==> src/rtl/vsdriscv_cpu.sv <==
// Single-cycle RV64I-subset demonstrator core with a hard-wired 16-word ROM; x7 drives result.
// Optional shifts (SLL/SRL/SRA and immediate forms) are built when VSDRISCV_SHIFT_EN is defined.
module vsdriscv_cpu (
    input  logic        clk,
    input  logic        reset,
    output logic [63:0] result
);

    localparam logic [31:0] NOP_INSTR  = 32'h0000_0013;
    localparam logic [6:0]  OPC_OP     = 7'b0110011;
    localparam logic [6:0]  OPC_OPIMM  = 7'b0010011;
    localparam logic [6:0]  OPC_LUI    = 7'b0110111;
    localparam logic [6:0]  OPC_JAL    = 7'b1101111;
    localparam logic [6:0]  OPC_BRANCH = 7'b1100011;

    logic [63:0] r_pc;
    logic [63:0] r_regs [0:31];

    logic [31:0] w_instr;
    logic [6:0]  w_opcode;
    logic [4:0]  w_rd;
    logic [4:0]  w_rs1;
    logic [4:0]  w_rs2;
    logic [2:0]  w_funct3;
    logic [6:0]  w_funct7;
    logic [63:0] w_immI;
    logic [63:0] w_immU;
    logic [63:0] w_immB;
    logic [63:0] w_immJ;
    logic [63:0] w_rs1Val;
    logic [63:0] w_rs2Val;
    logic [63:0] w_aluB;
    logic        w_aluLt;
    logic        w_aluLtu;
    logic        w_brEq;
    logic        w_brLt;
    logic        w_brLtu;
    logic        w_brTaken;
    logic [63:0] w_pcPlus4;
    logic [63:0] w_nextPc;
    logic        w_wrEn;
    logic [63:0] w_wrData;
`ifdef VSDRISCV_SHIFT_EN
    logic [5:0]  w_shamt;
`endif

    // Program ROM; anything fetched at or beyond byte address 64 is a NOP.
    always_comb begin
        w_instr = NOP_INSTR;
        if (r_pc[63:6] == 58'd0) begin
            case (r_pc[5:2])
                4'd0:    w_instr = 32'h0050_0093;
                4'd1:    w_instr = 32'h0030_0113;
                4'd2:    w_instr = 32'h0020_81B3;
                4'd3:    w_instr = 32'h4020_8233;
                4'd4:    w_instr = 32'h0020_F2B3;
                4'd5:    w_instr = 32'h0020_E333;
                4'd6:    w_instr = 32'h0061_83B3;
                4'd7:    w_instr = 32'h0000_0063;
                default: w_instr = NOP_INSTR;
            endcase
        end
    end

    assign w_opcode = w_instr[6:0];
    assign w_rd     = w_instr[11:7];
    assign w_funct3 = w_instr[14:12];
    assign w_rs1    = w_instr[19:15];
    assign w_rs2    = w_instr[24:20];
    assign w_funct7 = w_instr[31:25];

    assign w_immI = {{52{w_instr[31]}}, w_instr[31:20]};
    assign w_immU = {{32{w_instr[31]}}, w_instr[31:12], 12'h000};
    assign w_immB = {{51{w_instr[31]}}, w_instr[31], w_instr[7], w_instr[30:25], w_instr[11:8], 1'b0};
    assign w_immJ = {{43{w_instr[31]}}, w_instr[31], w_instr[19:12], w_instr[20], w_instr[30:21], 1'b0};

    // x0 is never written, so reading the array directly yields zero for it.
    assign w_rs1Val = r_regs[w_rs1];
    assign w_rs2Val = r_regs[w_rs2];

    assign w_aluB    = (w_opcode == OPC_OP) ? w_rs2Val : w_immI;
    assign w_aluLt   = $signed(w_rs1Val) < $signed(w_aluB);
    assign w_aluLtu  = w_rs1Val < w_aluB;
    assign w_brEq    = w_rs1Val == w_rs2Val;
    assign w_brLt    = $signed(w_rs1Val) < $signed(w_rs2Val);
    assign w_brLtu   = w_rs1Val < w_rs2Val;
    assign w_pcPlus4 = r_pc + 64'd4;
`ifdef VSDRISCV_SHIFT_EN
    assign w_shamt   = w_aluB[5:0];
`endif

    always_comb begin
        w_brTaken = 1'b0;
        case (w_funct3)
            3'b000:  w_brTaken = w_brEq;
            3'b001:  w_brTaken = !w_brEq;
            3'b100:  w_brTaken = w_brLt;
            3'b101:  w_brTaken = !w_brLt;
            3'b110:  w_brTaken = w_brLtu;
            3'b111:  w_brTaken = !w_brLtu;
            default: w_brTaken = 1'b0;
        endcase
    end

    // Execute: anything not decoded below falls through as a NOP.
    always_comb begin
        w_wrEn   = 1'b0;
        w_wrData = 64'd0;
        w_nextPc = w_pcPlus4;
        case (w_opcode)
            OPC_OP: begin
                if (w_funct7 == 7'b0000000) begin
                    w_wrEn = 1'b1;
                    case (w_funct3)
                        3'b000:  w_wrData = w_rs1Val + w_rs2Val;
                        3'b010:  w_wrData = {63'd0, w_aluLt};
                        3'b011:  w_wrData = {63'd0, w_aluLtu};
                        3'b100:  w_wrData = w_rs1Val ^ w_rs2Val;
                        3'b110:  w_wrData = w_rs1Val | w_rs2Val;
                        3'b111:  w_wrData = w_rs1Val & w_rs2Val;
`ifdef VSDRISCV_SHIFT_EN
                        3'b001:  w_wrData = w_rs1Val << w_shamt;
                        3'b101:  w_wrData = w_rs1Val >> w_shamt;
`endif
                        default: w_wrEn = 1'b0;
                    endcase
                end else if (w_funct7 == 7'b0100000) begin
                    case (w_funct3)
                        3'b000: begin
                            w_wrEn   = 1'b1;
                            w_wrData = w_rs1Val - w_rs2Val;
                        end
`ifdef VSDRISCV_SHIFT_EN
                        3'b101: begin
                            w_wrEn   = 1'b1;
                            w_wrData = $unsigned($signed(w_rs1Val) >>> w_shamt);
                        end
`endif
                        default: w_wrEn = 1'b0;
                    endcase
                end
            end
            OPC_OPIMM: begin
                w_wrEn = 1'b1;
                case (w_funct3)
                    3'b000:  w_wrData = w_rs1Val + w_immI;
                    3'b010:  w_wrData = {63'd0, w_aluLt};
                    3'b011:  w_wrData = {63'd0, w_aluLtu};
                    3'b100:  w_wrData = w_rs1Val ^ w_immI;
                    3'b110:  w_wrData = w_rs1Val | w_immI;
                    3'b111:  w_wrData = w_rs1Val & w_immI;
`ifdef VSDRISCV_SHIFT_EN
                    3'b001: begin
                        w_wrEn   = (w_instr[31:26] == 6'b000000);
                        w_wrData = w_rs1Val << w_shamt;
                    end
                    3'b101: begin
                        if (w_instr[31:26] == 6'b000000) begin
                            w_wrData = w_rs1Val >> w_shamt;
                        end else if (w_instr[31:26] == 6'b010000) begin
                            w_wrData = $unsigned($signed(w_rs1Val) >>> w_shamt);
                        end else begin
                            w_wrEn = 1'b0;
                        end
                    end
`endif
                    default: w_wrEn = 1'b0;
                endcase
            end
            OPC_LUI: begin
                w_wrEn   = 1'b1;
                w_wrData = w_immU;
            end
            OPC_JAL: begin
                w_wrEn   = 1'b1;
                w_wrData = w_pcPlus4;
                w_nextPc = r_pc + w_immJ;
            end
            OPC_BRANCH: begin
                if (w_brTaken) begin
                    w_nextPc = r_pc + w_immB;
                end
            end
            default: begin
                w_wrEn = 1'b0;
            end
        endcase
    end

    // Commit: rd write and PC update land on the same edge.
    always_ff @(posedge clk or posedge reset) begin
        if (reset) begin
            r_pc <= 64'd0;
            for (int i = 0; i < 32; i++) begin
                r_regs[i] <= 64'd0;
            end
        end else begin
            r_pc <= w_nextPc;
            if (w_wrEn && (w_rd != 5'd0)) begin
                r_regs[w_rd] <= w_wrData;
            end
        end
    end

    assign result = r_regs[7];

endmodule

==> config.mk <==
export PLATFORM = sky130hd
export DESIGN_NAME = vsdriscv_cpu
export DESIGN_NICKNAME = d
export VERILOG_FILES = /design/src/rtl/vsdriscv_cpu.sv
export SDC_FILE = /design/constraint.sdc
export NUM_CORES = 2
export LEC_CHECK = 0
export BUFFER_PORTS_ARGS = -buffer_cell sky130_fd_sc_hd__buf_4
export CAP_MARGIN = 10
export CORE_MARGIN = 5
export CORE_UTILIZATION = 53
export DETAILED_ROUTE_END_ITERATION = 10
export PLACE_DENSITY = 0.68
export SLEW_MARGIN = 10
export SYNTH_ARGS = -nofsm -noshare
export SYNTH_HDL_FRONTEND = slang
export SYNTH_SLANG_ARGS = --single-unit
==> constraint.sdc <==
create_clock -name clk -period 17.2 [get_ports clk]
set_clock_uncertainty 0.05 [all_clocks]
set_input_delay 1.72 -clock clk [delete_from_list [all_inputs] [get_ports clk]]
set_output_delay 1.72 -clock clk [all_outputs]
set_load 0.01 [all_outputs]
### Word-level counts from Yosys, hierarchy flattened

Memories as Yosys holds them, arrays and structs flattened.
Index checks and enable logic that the tools add are counted.

* bits in latches: 0
* memories: 1
* input port bits: 2
* flip-flop bits (word level): 2112
* output and inout port bits: 64
* bits in writable memories: 0
* bits in read-only memories: 120
* word-level logic and storage cells: 108

Memory list
* (name not given): words 8, bits a word 15, read ports 1, clocked after Yosys merged registers in 0, wr ports 0, RTL line 51 `case (r_pc[5:2])`

* bitwise gates (word level): 9
* shift operators: 0
* eq/ne operators: 14
* multiplexer cells: 26
* div/mod/pow operators: 0
* $mul: 0
* reductions and logical operators: 11
* magnitude comparators: 8
* add/subtract/negate cells: 6

Operators with widths (count)
* $bwmux W2048: 1
* $pmux W64 S6: 2
* $bmux W64 S5: 2
* $mux W64: 10
* $demux W64 S5: 1
* $add A64 B64 Y64: 4
* $lt A64 B64 Y1: 4
* $pmux W64 S4: 1
* $and A64 B64 Y64: 2
* $or A64 B64 Y64: 2
* $pmux W64 S2: 1
* $xor A64 B64 Y64: 2
* $add A64 B3 Y64 const B: 1
* $eq A64 B64 Y1: 1
* $mux W32: 2
* $sub A64 B64 Y64: 1
* $logic_not A58 Y1: 1
* $eq A7 B6 Y1 const B: 3
* $ge A6 B6 Y1 const B: 3
* $not A5 Y6: 3
* $eq A7 B7 Y1 const B: 2
* $eq A3 B3 Y1 const B: 4
* $eq A7 B5 Y1 const B: 1
* $logic_not A7 Y1: 1
* 12 further kinds: 19

### Logic depth before layout (Yosys ltp)

An unclocked memory read counts as a cell.

* word-level depth: 13
* mapped depth: 31
* depth with buffers taken out: 25

### Least setup slack after synthesis

OpenSTA, ideal clock, no wires.

* path kind: register to register
* start point: reg r_pc[2]
* end point: reg r_regs[1726] (netlist name)
* period minus slack after synthesis: 7.753 ns
* required time: 17.025 ns
* stages on the path, launching flop included: 31
* slack: 9.447 ns
* library setup time: 0.125 ns
* data arrival time: 7.579 ns
* cells stage by stage: dfrtp_1 ha_1 nand2b_1 nand2_1 nand3_2 buf_2 buf_2 buf_1 clkbuf_1 clkbuf_1 clkbuf_1 clkbuf_1 nand2_1 nand3_1 and2_1 inv_1 ha_1 inv_1 fa_1 nor2b_1 o21ai_0 a21o_1 a211oi_1 o211ai_1 a2111oi_0 a31oi_1 o41ai_1 a2111o_1 a31o_2 or3b_2 mux2_2

* cells in the longest elaborated chain, start to end: 13
* elaborated cells between the ends (all ways): 55

Ends and longest elaborated chain
* from (decl): RTL line 16 `logic [63:0] r_pc;`
* from (signal assigned): RTL line 198 `r_pc <= w_nextPc;`
* $mem_v2 Z8 W15
* $mux W32: RTL line 51
* $mux W32: RTL line 50 `if (r_pc[63:6] == 58'd0) begin`
* $not A5 Y6, on equally long branches: RTL line 78, 79
* $bmux W64 S5, on equally long branches: RTL line 78, 79
* $mux W64, on equally long branches (2 in a row): RTL line 78, 79
* $sub A64 B64 Y64: RTL line 131 `w_wrData = w_rs1Val - w_rs2Val;`
* $mux W64: RTL line 128 `case (w_funct3)`
* $mux W64: RTL line 127 `end else if (w_funct7 == 7'b0100000) begin`
* $mux W64: RTL line 112 `if (w_funct7 == 7'b0000000) begin`
* $pmux W64 S4: RTL line 110 `case (w_opcode)`
* $bwmux W2048: RTL line 200 `r_regs[w_rd] <= w_wrData;`
* to (signal, indexed assignment): RTL line 200
* to (decl): RTL line 17 `logic [63:0] r_regs [0:31];`

Several ways; a longest one is shown, not always the timed one. The select of a mux whose other input is x is not followed.
A chain may end at the register's enable or synchronous reset.

### Final worst setup path

* start point: reg r_pc[34]
* end point: reg r_regs[1790] (netlist name)

* cells in the longest elaborated chain, start to end: 12
* elaborated cells between the ends (all ways): 54

Ends and longest elaborated chain (RTL line)
* $logic_not A58 Y1: 50
* $mux W32: 50
* $not A5 Y6, on equally long branches: 78, 79
* $bmux W64 S5, on equally long branches: 78, 79
* $mux W64, on equally long branches (2 in a row): 78, 79
* $sub A64 B64 Y64: 131
* $mux W64: 128
* $mux W64: 127
* $mux W64: 112
* $pmux W64 S4: 110
* $bwmux W2048: 200

Several ways; a longest one is shown, not always the timed one. The select of a mux whose other input is x is not followed.

==> impl_metrics.py <==
metrics = {
    "pwr": {
        "vdd_drop_max_mv": 0.07931,
        "power_density_mw_per_mm2": 64.23,
        "leakage_nw": 20.40,
    },
    "logic_synthesis": {
        "synth_cell_types": 83,
        "synth.most_common_cell": "nand2_1",
        "yosysTopAreaCell": "dfrtp_1",
        "syn_inst": 5198,
        "synthFlopType": "dfrtp_1",
        "synth_commonest_cells": "nand2_1, dfrtp_1, nand3_1, nor2_1, clkbuf_1",
        "synth_top_area_share_pct": 34.39,
        "synth-warning-count": 0,
        "ys_ff_latch": 575,
        "async_flop_share_pct": 100.0,
        "synth_edf_count": 0,
        "ys_seq_area_share_pct": 34.39,
        "syn_nets": 5413,
        "synth_area_leaders": "dfrtp_1, nand2_1, mux2_2, ha_1, nand3_1",
        "avgSynthCellArea_sq_um": 8.050,
        "syn_area_sq_mm": 0.04185,
    },
    "route": {
        "dr_wl_met2_um": 64570,
        "first_iter_violations": 4936,
        "drc": 0,
        "met3_length_um": 14960,
        "ant_nets": 0,
        "drtPass1Iterations": 6,
        "num_vias": 39080,
        "met1_length_um": 67280,
        "drt_wl_total_um": 153500,
        "drt-wirelength-per-cell_um": 25.31,
        "maxUsedRoutingLayer": "met5",
        "viasPerCell": 6.444,
    },
    "floorplanning": {
        "core_sq_mm": 0.07861,
        "initial_core_util_pct": 53.23,
        "fp.dieW_um": 291.0,
        "ios": 66,
        "dieArea_sq_mm": 0.08467,
        "die_h_um": 291.0,
        "num_rows": 103,
    },
    "sta": {
        "layout_min_cycle_time_ns": 10.22,
        "maxSlewViolCount": 0,
        "whs_ns": 0.3507,
        "fin_ws_ns": 6.977,
        "max_slew_margin_pct": 13.64,
        "hold_violations": 0,
        "fmax_mhz": 97.81,
        "tns_ns": 0,
        "fin_crit_sh_pct": 59.44,
        "worstMarginPinSlew_ns": 1.295,
        "finalSetupViolCount": 0,
        "rsz0062_at_grt": "false",
    },
    "placed_design": {
        "gp_congestion": 1.028,
        "post-dp-hpwl_um": 106100,
        "port_buffers": 65,
        "dp_slack_ns": 7.301,
    },
    "clocking": {
        "cts_buffers": 68,
        "post_cts_buffers": 0,
        "cts_buffer_depth": 3,
        "cts_tree": "yes",
        "cts_sinks": 575,
        "root_buffer": "clkbuf_16",
        "path_clk_slew_ns": 0.06,
        "hold_buffers": 0,
        "ctsResizeCount": 0,
        "clk-insertion-delay-late_ns": 0.64,
        "h-tree-depth": 3,
    },
    "setup_path": {
        "worst-path-max-fanout": 60,
        "start_kind": "register",
        "critPathCaptureType": "register",
        "worstPathArrival_ns": 10.66,
        "crit_required_ns": 17.64,
        "worstSetupPathType": "reg -> reg",
    },
    "global_routing": {
        "overflow": 0,
        "grt_pass1_wl_um": 232600,
        "grt_pass1_vias": 36470,
        "grtUsageTotal_pct": 34.92,
        "grt_antenna_before_repair": 6,
        "grt_max_degree": 177,
    },
    "cells_and_area": {
        "drive_gt1_share_pct": 12.55,
        "area_growth_syn_to_layout_pct": 7.146,
        "multi_input_area_sq_mm": 0.02479,
        "nets": 5177,
        "register_area_sq_mm": 0.01439,
        "fillerInstances": 7297,
    },
    "flow_run": {
        "cap_violations": 0,
    },
    "min_path": {
        "hold_class": "reg -> reg",
    },
    "outcome": {
        "status": "completed",
    },
}
==> state kept, by name (all words and copies together), names as in the netlist <==
register	cells
r_regs	448
result	64
r_pc	63
==> placed cells by master (no fill, tap or decap), drive strengths merged, types with 60 or more instances in the layout <==
| cell type | Yosys | routed |
|---|---|---|
| mux2i | 136 | 136 |
| buf | 118 | 150 |
| nand3 | 512 | 512 |
| clkbuf | 338 | 97 |
| nor4 | 78 | 78 |
| nand2 | 933 | 933 |
| a21oi | 318 | 318 |
| o21ai | 209 | 209 |
| nor2 | 359 | 359 |
| nand4 | 60 | 60 |
| dfrtp | 575 | 575 |
| mux2 | 310 | 310 |
| xnor2 | 147 | 147 |
| ha | 209 | 209 |
| nor3 | 88 | 88 |
| inv | 205 | 207 |
==> worst paths after layout <==
check	from	to	slack [ns]	cells past startpoint
worst min register to register	r_regs[2026]	r_regs[2026]	0.35	0
min in group asynchronous	reset	result[3]	1.21	2
worst max-delay path	r_pc[34]	r_regs[1790]	6.98	21
max in group asynchronous	reset	r_regs[1718]	12.79	5
worst max register to register	r_pc[34]	r_regs[1790]	6.98	21
worst min-delay path	r_regs[2026]	r_regs[2026]	0.35	0
==> stage by stage <==
stage | cells | power [W] | util (%) | area [sq um]
finish | 6064 | 0.002880 | 57.03 | 44840
global route | 6063 | 0.002969 | 57.03 | 44830
CTS | 6063 | 0.002902 | 57.03 | 44830
detailed placement | 5942 | 0.001407 | 54.03 | 42470
global placement | 5942 | 0.001407 | 54.03 | 42470
floorplan | 5198 | 0.001399 | - | 41850
==> worst max-delay path, cell delays in order (launching register included) <==
cell and delay (ns):
dfrtp_1 0.42, nor4_1 0.42, nand4_1 0.23, or4_1 0.83
nor3_4 0.92, buf_4 0.50, buf_4 0.71, mux2i_1 0.17
mux2i_1 0.48, ha_1 0.46, nor3_1 0.31, nand3b_1 0.12
a21o_1 0.20, a211oi_1 0.47, o211ai_1 0.30, a2111oi_0 0.78
a31oi_1 0.31, o41ai_1 1.09, a2111o_1 0.27, a31o_2 0.15
or3b_2 0.54, mux2_2 0.30
==> kinds of logic after synthesis <==
family	after synthesis	share of synthesized area, %
buffers and inverters	667	6.683
adders and majority gates	213	6.441
AOI/OAI and AO/OA	918	13.49
xor gates and xnor gates	171	3.579
DFF	575	34.39
and+or+nand+nor	2208	23.81
muxes	446	11.60
==> per-layer routing <==
metal | up-vias | global-route usage [%]
li1 | 17570 | -
met3 | 386 | 6.783
met4 | 6 | 12.49
met2 | 2007 | 51.35
met5 | - | 0
met1 | 19120 | 51.47
==> area by class of cell <==
cell class | count | share of cell area [%]
repair buffers | 150 | 2.623
clock buffers | 97 | 4.512
well taps | 1050 | 2.930
inverters | 211 | 1.797
clock inverters | 24 | 0.7451
diodes | 1 | 0.005581
flip-flops and latches | 575 | 32.09
multi-input cells | 3956 | 55.29
==> power by group <==
group / internal (W) / switching [W] / total, W
clock network: 0.000889 / 0.000610 / 0.00150
registers: 0.00135 / 0 / 0.00135
logic: 0.00000152 / 0.0000258 / 0.0000273
total: 0.00224 / 0.000636 / 0.00288
Power figures use the tool's default switching activity.
